## src/rtl/kc705_pkg.sv

```systemverilog
// kc705_pkg -- shared constants and types for the KC705 PRBS7 loopback design.
//   LFSR width, seed and feedback taps, default lock thresholds, the error
//   counter width, push-button indices and the lock-state enum.
package kc705_pkg;

  localparam int                LFSR_W    = 7;
  localparam logic [LFSR_W-1:0] LFSR_SEED = 7'h7F;
  // x^7 + x^6 + 1: feedback from the two oldest bits of the history.
  localparam int                TAP_HI    = 6;
  localparam int                TAP_LO    = 5;

  localparam int DEF_LOCK_GOOD  = 32;
  localparam int DEF_UNLOCK_BAD = 4;
  localparam int ERR_W          = 16;

  // Bit positions of the buttons inside the synchronizer vector.
  localparam int BTN_N   = 0;
  localparam int BTN_S   = 1;
  localparam int BTN_W   = 2;
  localparam int BTN_E   = 3;
  localparam int BTN_C   = 4;
  localparam int NUM_BTN = 5;

  typedef enum logic {
    HUNT   = 1'b0,
    LOCKED = 1'b1
  } lock_state_t;

  // Next PRBS7 bit from a 7-bit history whose bit 0 is the newest bit.
  function automatic logic prbs7_fb(input logic [LFSR_W-1:0] s);
    return s[TAP_HI] ^ s[TAP_LO];
  endfunction

endpackage

```

## src/rtl/kc705_top_prbs7_checker.sv

```systemverilog
// prbs7_checker -- self-synchronizing PRBS7 receive checker.
//   clk_156    : system clock, rising edge
//   rst_n      : asynchronous active-low reset (already release-synchronized)
//   rx_serial  : raw serial receive bit, registered once here
//   clear      : one-cycle pulse, clears error counter and sticky flag
//   resync     : one-cycle pulse, forces HUNT and restarts qualification
//   locked     : lock FSM is in LOCKED
//   err_cnt    : saturating count of errors seen while LOCKED
//   err_sticky : set by any counted error, cleared only by clear
module prbs7_checker
  import kc705_pkg::*;
#(
  parameter int LOCK_GOOD  = DEF_LOCK_GOOD,
  parameter int UNLOCK_BAD = DEF_UNLOCK_BAD
) (
  input  logic             clk_156,
  input  logic             rst_n,
  input  logic             rx_serial,
  input  logic             clear,
  input  logic             resync,
  output logic             locked,
  output logic [ERR_W-1:0] err_cnt,
  output logic             err_sticky
);

  localparam int GW = $clog2(LOCK_GOOD + 1);
  localparam int BW = $clog2(UNLOCK_BAD + 1);
  localparam int QW = $clog2(LFSR_W + 1);

  logic              rx_q;
  logic [LFSR_W-1:0] r;
  logic [QW-1:0]     qual_cnt;
  lock_state_t       state, state_next;
  logic [GW-1:0]     good_cnt, good_next;
  logic [BW-1:0]     bad_cnt, bad_next;
  logic              qualified, predicted, bit_err, bit_good, count_err;

  // The prediction is only meaningful once r holds seven received bits.
  assign predicted = prbs7_fb(r);
  assign qualified = (qual_cnt == QW'(LFSR_W));
  assign bit_err   = qualified & (rx_q != predicted);
  assign bit_good  = qualified & (rx_q == predicted);
  assign count_err = bit_err & (state == LOCKED);
  assign locked    = (state == LOCKED);

  // NOTE: clocked state uses non-blocking assignments so every flop samples
  // the pre-edge values of the others, whatever the block order.
  always_ff @(posedge clk_156 or negedge rst_n) begin
    if (!rst_n) begin
      rx_q     <= 1'b0;
      r        <= '0;
      qual_cnt <= '0;
    end else begin
      rx_q <= rx_serial;
      r    <= {r[LFSR_W-2:0], rx_q};
      if (resync)          qual_cnt <= '0;
      else if (!qualified) qual_cnt <= qual_cnt + QW'(1);
    end
  end

  always_ff @(posedge clk_156 or negedge rst_n) begin
    if (!rst_n) begin
      state    <= HUNT;
      good_cnt <= '0;
      bad_cnt  <= '0;
    end else begin
      state    <= state_next;
      good_cnt <= good_next;
      bad_cnt  <= bad_next;
    end
  end

  // NOTE: every output of this block gets a default first, so no path can
  // leave one unassigned and infer a latch.
  always_comb begin
    state_next = state;
    good_next  = good_cnt;
    bad_next   = bad_cnt;
    if (resync) begin
      state_next = HUNT;
      good_next  = '0;
      bad_next   = '0;
    end else begin
      unique case (state)
        HUNT: begin
          bad_next = '0;
          if (bit_err) begin
            good_next = '0;
          end else if (bit_good) begin
            if (good_cnt == GW'(LOCK_GOOD - 1)) begin
              state_next = LOCKED;
              good_next  = '0;
            end else begin
              good_next = good_cnt + GW'(1);
            end
          end
        end
        LOCKED: begin
          if (bit_err) begin
            good_next = '0;
            if (bad_cnt == BW'(UNLOCK_BAD - 1)) begin
              state_next = HUNT;
              bad_next   = '0;
            end else begin
              bad_next = bad_cnt + BW'(1);
            end
          end else if (bit_good) begin
            // A full clean run forgives earlier isolated errors.
            if (good_cnt == GW'(LOCK_GOOD - 1)) begin
              good_next = '0;
              bad_next  = '0;
            end else begin
              good_next = good_cnt + GW'(1);
            end
          end
        end
        default: state_next = HUNT;
      endcase
    end
  end

  // Clear has priority, so an error landing in the clear cycle is dropped.
  always_ff @(posedge clk_156 or negedge rst_n) begin
    if (!rst_n) begin
      err_cnt    <= '0;
      err_sticky <= 1'b0;
    end else if (clear) begin
      err_cnt    <= '0;
      err_sticky <= 1'b0;
    end else if (count_err) begin
      if (err_cnt != '1) err_cnt <= err_cnt + ERR_W'(1);
      err_sticky <= 1'b1;
    end
  end

endmodule

```

## src/rtl/kc705_top.sv

```systemverilog
// kc705_top -- PRBS7 serial loopback tester for the KC705 board.
//   clk_156          : 156.25 MHz clock, all logic on its rising edge
//   sys_rst_n        : asynchronous active-low reset
//   xphy_txp/txn     : PRBS7 serial transmit pair (txn = ~txp)
//   xphy_rxp/rxn     : serial receive pair, only rxp is checked
//   sfp_tx_disable   : optical transmitter disable (high = off)
//   button_n/s/w/e/c : asynchronous push buttons, active high
//   dipsw[3:0]       : [0] tx disable, [1] button_n error inject, [3:2] nibble select
//   led[7:0]         : {err nibble, heartbeat, tx on, sticky error, locked}
//   user_sma_gpio_p/n: heartbeat pair
module kc705_top
  import kc705_pkg::*;
#(
  parameter int LOCK_GOOD  = DEF_LOCK_GOOD,
  parameter int UNLOCK_BAD = DEF_UNLOCK_BAD,
  parameter int HB_BITS    = 24
) (
  input  logic       clk_156,
  input  logic       sys_rst_n,
  output logic       xphy_txp,
  output logic       xphy_txn,
  input  logic       xphy_rxp,
  input  logic       xphy_rxn,
  output logic       sfp_tx_disable,
  input  logic       button_n,
  input  logic       button_s,
  input  logic       button_w,
  input  logic       button_e,
  input  logic       button_c,
  input  logic [3:0] dipsw,
  output logic [7:0] led,
  output logic       user_sma_gpio_p,
  output logic       user_sma_gpio_n
);

  logic [1:0]         rst_sync;
  logic               rst_n;
  logic [NUM_BTN-1:0] btn_raw, btn_meta, btn_sync, btn_prev, btn_pulse;
  logic               tx_dis, tx_en, txp_q, inj_pend, fb;
  logic [LFSR_W-1:0]  lfsr;
  logic [HB_BITS-1:0] hb_cnt;
  logic               locked, err_sticky;
  logic [ERR_W-1:0]   err_cnt;
  logic [3:0]         err_nib;
  logic               unused_inputs;

  // NOTE: reset asserts asynchronously but releases through two flops, so
  // every flop below leaves reset on the same clock edge.
  always_ff @(posedge clk_156 or negedge sys_rst_n) begin
    if (!sys_rst_n) rst_sync <= '0;
    else            rst_sync <= {rst_sync[0], 1'b1};
  end
  assign rst_n = rst_sync[1];

  // Two-flop synchronizer plus rising-edge detector for every button.
  assign btn_raw   = {button_c, button_e, button_w, button_s, button_n};
  assign btn_pulse = btn_sync & ~btn_prev;

  always_ff @(posedge clk_156 or negedge rst_n) begin
    if (!rst_n) begin
      btn_meta <= '0;
      btn_sync <= '0;
      btn_prev <= '0;
    end else begin
      btn_meta <= btn_raw;
      btn_sync <= btn_meta;
      btn_prev <= btn_sync;
    end
  end

  // West/east buttons and the negative receive leg have no function.
  assign unused_inputs = ^{xphy_rxn, btn_pulse[BTN_W], btn_pulse[BTN_E]};

  // Transmit generator; the registered disable gates both LFSR and output.
  assign tx_en = ~tx_dis;
  assign fb    = prbs7_fb(lfsr);

  always_ff @(posedge clk_156 or negedge rst_n) begin
    if (!rst_n) begin
      tx_dis   <= 1'b1;
      lfsr     <= LFSR_SEED;
      txp_q    <= 1'b0;
      inj_pend <= 1'b0;
    end else begin
      tx_dis <= dipsw[0];
      // A request waits here until a bit actually goes out, then flips it.
      if (btn_pulse[BTN_N] && dipsw[1]) inj_pend <= 1'b1;
      else if (tx_en)                   inj_pend <= 1'b0;
      if (tx_en) begin
        lfsr  <= {lfsr[LFSR_W-2:0], fb};
        txp_q <= fb ^ inj_pend;
      end else begin
        txp_q <= 1'b0;
      end
    end
  end

  assign xphy_txp       = txp_q;
  assign xphy_txn       = ~txp_q;
  assign sfp_tx_disable = tx_dis;

  prbs7_checker #(
    .LOCK_GOOD  (LOCK_GOOD),
    .UNLOCK_BAD (UNLOCK_BAD)
  ) u_checker (
    .clk_156    (clk_156),
    .rst_n      (rst_n),
    .rx_serial  (xphy_rxp),
    .clear      (btn_pulse[BTN_C]),
    .resync     (btn_pulse[BTN_S]),
    .locked     (locked),
    .err_cnt    (err_cnt),
    .err_sticky (err_sticky)
  );

  always_ff @(posedge clk_156 or negedge rst_n) begin
    if (!rst_n) hb_cnt <= '0;
    else        hb_cnt <= hb_cnt + HB_BITS'(1);
  end

  assign user_sma_gpio_p = hb_cnt[HB_BITS-1];
  assign user_sma_gpio_n = ~hb_cnt[HB_BITS-1];

  always_comb begin
    err_nib = err_cnt[3:0];
    unique case (dipsw[3:2])
      2'b00: err_nib = err_cnt[3:0];
      2'b01: err_nib = err_cnt[7:4];
      2'b10: err_nib = err_cnt[11:8];
      2'b11: err_nib = err_cnt[15:12];
      default: err_nib = err_cnt[3:0];
    endcase
  end

  always_ff @(posedge clk_156 or negedge rst_n) begin
    if (!rst_n) led <= '0;
    else        led <= {err_nib, hb_cnt[HB_BITS-1], ~tx_dis, err_sticky, locked};
  end

endmodule

```

## config.mk

```make
export PLATFORM = sky130hd
export DESIGN_NAME = kc705_top
export DESIGN_NICKNAME = d
export VERILOG_FILES = /design/src/rtl/kc705_pkg.sv /design/src/rtl/kc705_top_prbs7_checker.sv /design/src/rtl/kc705_top.sv
export SDC_FILE = /design/constraint.sdc
export NUM_CORES = 1
export LEC_CHECK = 0
export ABC_AREA = 1
export ABC_CLOCK_PERIOD_IN_PS = 2600
export BUFFER_PORTS_ARGS = -buffer_cell sky130_fd_sc_hd__clkbuf_2
export CAP_MARGIN = 0
export CORE_UTILIZATION = 35
export CTS_BUF_LIST = sky130_fd_sc_hd__clkbuf_2
export DETAILED_ROUTE_END_ITERATION = 10
export PLACE_DENSITY = 0.61
export SLEW_MARGIN = 20
export SYNTH_ARGS = -nofsm -noshare
export SYNTH_HDL_FRONTEND = slang
export SYNTH_SLANG_ARGS = --single-unit
```

## constraint.sdc

```tcl
create_clock -name clk_156 -period 2.6 [get_ports clk_156]
set_input_delay 0.13 -clock clk_156 [delete_from_list [all_inputs] [get_ports clk_156]]
set_output_delay 0.13 -clock clk_156 [all_outputs]
set_load 0.05 [all_outputs]
```

==> summary.md <==
| Metric | Value |
|---|---|
| Status | `completed` |
| Net load switching power | `~700 uW` |
| Internal power | `1.85 mW` |
| Mapped cell area | `4140 um^2` |
| Slew Limit Fails | `0` |
| Pin count of the biggest net entering global routing | `54` |
| Routed WL | `7730 um` |
| Post-CTS sizing | `0` |
| Worst Path Arrival | `2.42 ns` |
| Std cell rows | `39` |
| Fmax | `0.518 GHz` |
| CTS root buf | `clkbuf_2` |
| Synth top area cells | `dfrtp_1 (50%), nand2_1 (13%), nand3_1 (6.3%), dfstp_2 (5.1%), inv_1 (4.9%)` |
| Starting density of the core | `0.361` |
| Cells after Synth | `480` |
| Power, Total | `2.57 mW` |
| Die area | `12300 um^2` |
| Synthesis-to-layout area growth | `12.6%` |
| FF+latch count, synth | `between 90 and 100` |
| H-tree lvl count | `3` |
| Core ar. | `11500 um^2` |
| Gpl congestion | `0.877` |
| Asr flop ratio synth | `1.00` |
| Post-synthesis cell type count | `27` |
| Setup TNS | `0 ns` |
| Sw Ratio | `0.279` |
| Reg power frac | `0.623` |
| GRT Overall Usage | `0.140` |
| Top-area cell type share of the netlist area | `0.502` |
| CTS Buffer Depth | `2` |
| Post-synth EDFFs | `0` |
| Die height | `roughly 110 um` |
| Finished Layout Cells | `670` |
| Worst clock skew | `0.0385 ns` |
| Share of total power in the clock network | `0.280` |
| Critical Path Fanout Max | `5` |
| DRC Markers | `0` |
| Dpl hpwl | `roughly 5500 um` |
| Clk Latency, worst-skew pair | `0.56 ns` |
| Number of global-route vias before repair | `~3200` |
| Antenna viol nets, final | `0` |
| Cts bufs inserted | `9` |
| Initial antenna violation count | `0` |
| First-pass detailed-route iteration total | `4` |
| VDD IR max | `a little under 0.3 mV` |
| Min Tclk post-route | `1.93 ns` |
| Antenna cell count | `0` |
| Top-count cell post-synth | `nand2_1` |
| CTS tree | `yes` |
| # Max-Cap Violations | `0` |
| Register area share after synthesis | `0.553` |
| Final Hold Fails | `0` |
| Syn_area_per_cell | `8.62 um^2` |
| Vias | `3140` |
| Horiz. Die Dim | `111 um` |
| Worst Tran Pin Value | `0.638 ns` |
| Placed cells | `642` |
| I/O Buffers | `22` |
| CP endpoint kind | `register` |
| Clock Pin Slew Worst Setup and Hold Paths | `0.27 ns` |
| Top_reg_cell synth | `dfrtp_1` |
| Setup-failing EPs final | `0` |
| Unrepaired setup endpoints after global routing | `no` |
| Final core utilization | `0.406` |
| Ports | `26` |
| Crit Path Category | `reg -> reg` |
| Syn nets | `about 500` |
| Slew headroom | `0.575` |
| CP Launch Type | `register` |
| Total grt overflow | `0` |
| First-pass GRT wire length | `14000 um` |
| Crit share post-route | `0.742` |
| Required @ worst endpoint | `3.09 ns` |
| Nets | `between 500 and 600` |
| Most frequent cells after synthesis | `nand2_1 (141), dfrtp_1 (83), inv_1 (54)` |
| Fill count | `1145` |
| Largest area contributor in the synthesized netlist | `dfrtp_1` |
| Post-DR vias/cell | `4.69` |
| Comb power frac | `0.097` |
| P per Cell Area | `551 nW/um^2` |
| Synth warn | `0` |
| DR WL/cell | `about 12 um` |
| CTS Sinks | `91` |
| Worst Hold Class | `in -> reg` |
| DRT iter0 DRCs | `between 150 and 200` |
| Leakage power | `2.33 nW` |
| Fraction of layout cells with a size suffix above 1 | `0.104` |
-- power groups by stage --
stage	logic [mW]	registers, mW	clock network, mW
CTS	0.253	1.60	0.762
floorplan	0.153	1.64	0
detailed placement	0.237	1.63	0
finish	0.248	1.60	0.719
global route	0.291	1.62	0.824
global placement	0.230	1.62	0
-- flip-flops by register name, indices dropped and copies added (netlist names), 2 cells and up --
signal and flops:
rst_sync 2, btn_prev 3, lfsr 7, btn_meta 3, u_checker.err_cnt 16, led 8
btn_sync 3, u_checker.r 7, u_checker.good_cnt 6, u_checker.qual_cnt 3, u_checker.bad_cnt 3, hb_cnt 24
-- repair_timing --
action | in CTS | in global routing
hold buffers | 12 | 0
setup buffers | 0 | 0
hold endpoints to repair | 12 | 0
-- cell usage in the layout (no fill, tap or decap), types with 2 or more instances in the layout --
master,n
nand3b_1,2
nand4_1,11
clkbuf_2,31
xnor2_1,12
xor2_1,15
a21oi_1,6
dfrtp_1,82
nor2_1,46
dlygate4sd3_1,12
clkinv_1,3
nor2_2,5
nand2_1,141
dfstp_2,8
o22ai_1,2
nand3_1,52
buf_4,3
o21ai_0,14
inv_1,54
nor3_1,9
ha_1,6
inv_6,3
-- stage by stage --
stage          worst slack (ns)  hold WS [ns]  instance area (um^2)
2_1_floorplan              1.07        -0.166                  4140
3_3_place_gp              0.868       -0.0818                  4420
3_5_place_dp              0.838       -0.0827                  4420
4_1_cts                   0.710         0.131                  4660
5_1_grt                   0.521         0.103                  4660
6_report                  0.671         0.194                  4660
-- per-layer routing --
layer  part of all wire  vias up  routed length [um]  GRT usage
met3              0.028       10                 213     0.0383
met2               0.48       42                3690      0.227
met5                  0        -                   0          0
met4              0.018        0                 142     0.0524
li1                   -     1603                   -          -
met1               0.48     1485                3680      0.177
-- final cells by class --
type / count / area [um^2] / area share
multi-input cells: 328 / 1610 / 0.346
clock inverters: 7 / 72.6 / 0.0156
flip-flops and latches: 91 / 2290 / 0.492
well taps: 143 / 179 / 0.0384
inverters: 55 / 206 / 0.0443
repair buffers: 37 / 253 / 0.0542
clock buffers: 9 / 45.0 / 0.00967
-- critical path, stage by stage (launching register included) --
cell,delay [ns]
dfrtp_1,0.49
nand3_1,0.10
dlygate4sd3_1,0.57
a22oi_1,0.16
dlygate4sd3_1,0.57
-- kinds of logic after synthesis --
group                    share of synthesized area
AND/OR/NAND/NOR                              0.279
flip-flops                                   0.553
buffers and inverters                       0.0574
XOR/XNOR                                    0.0572
AO/OA/AOI/OAI                               0.0348
adder cells (fa/ha/maj)                     0.0181
other                                     0.000906
-- path summary, 6_finish.rpt --
kind	slack, ns	cells past startpoint	to	from
hold reg to reg	0.33	0	u_checker.err_cnt[12]	rst_sync[1]
hold / removal	0.19	2	u_checker.rx_q	xphy_rxp
setup / recovery	0.67	4	led[7]	u_checker.err_cnt[15]
setup reg to reg	0.67	4	led[7]	u_checker.err_cnt[15]
max in group asynchronous	1.48	1	hb_cnt[18]	rst_sync[1]
min in group asynchronous	0.33	0	u_checker.err_cnt[12]	rst_sync[1]
(Power assumes the default switching activity.)
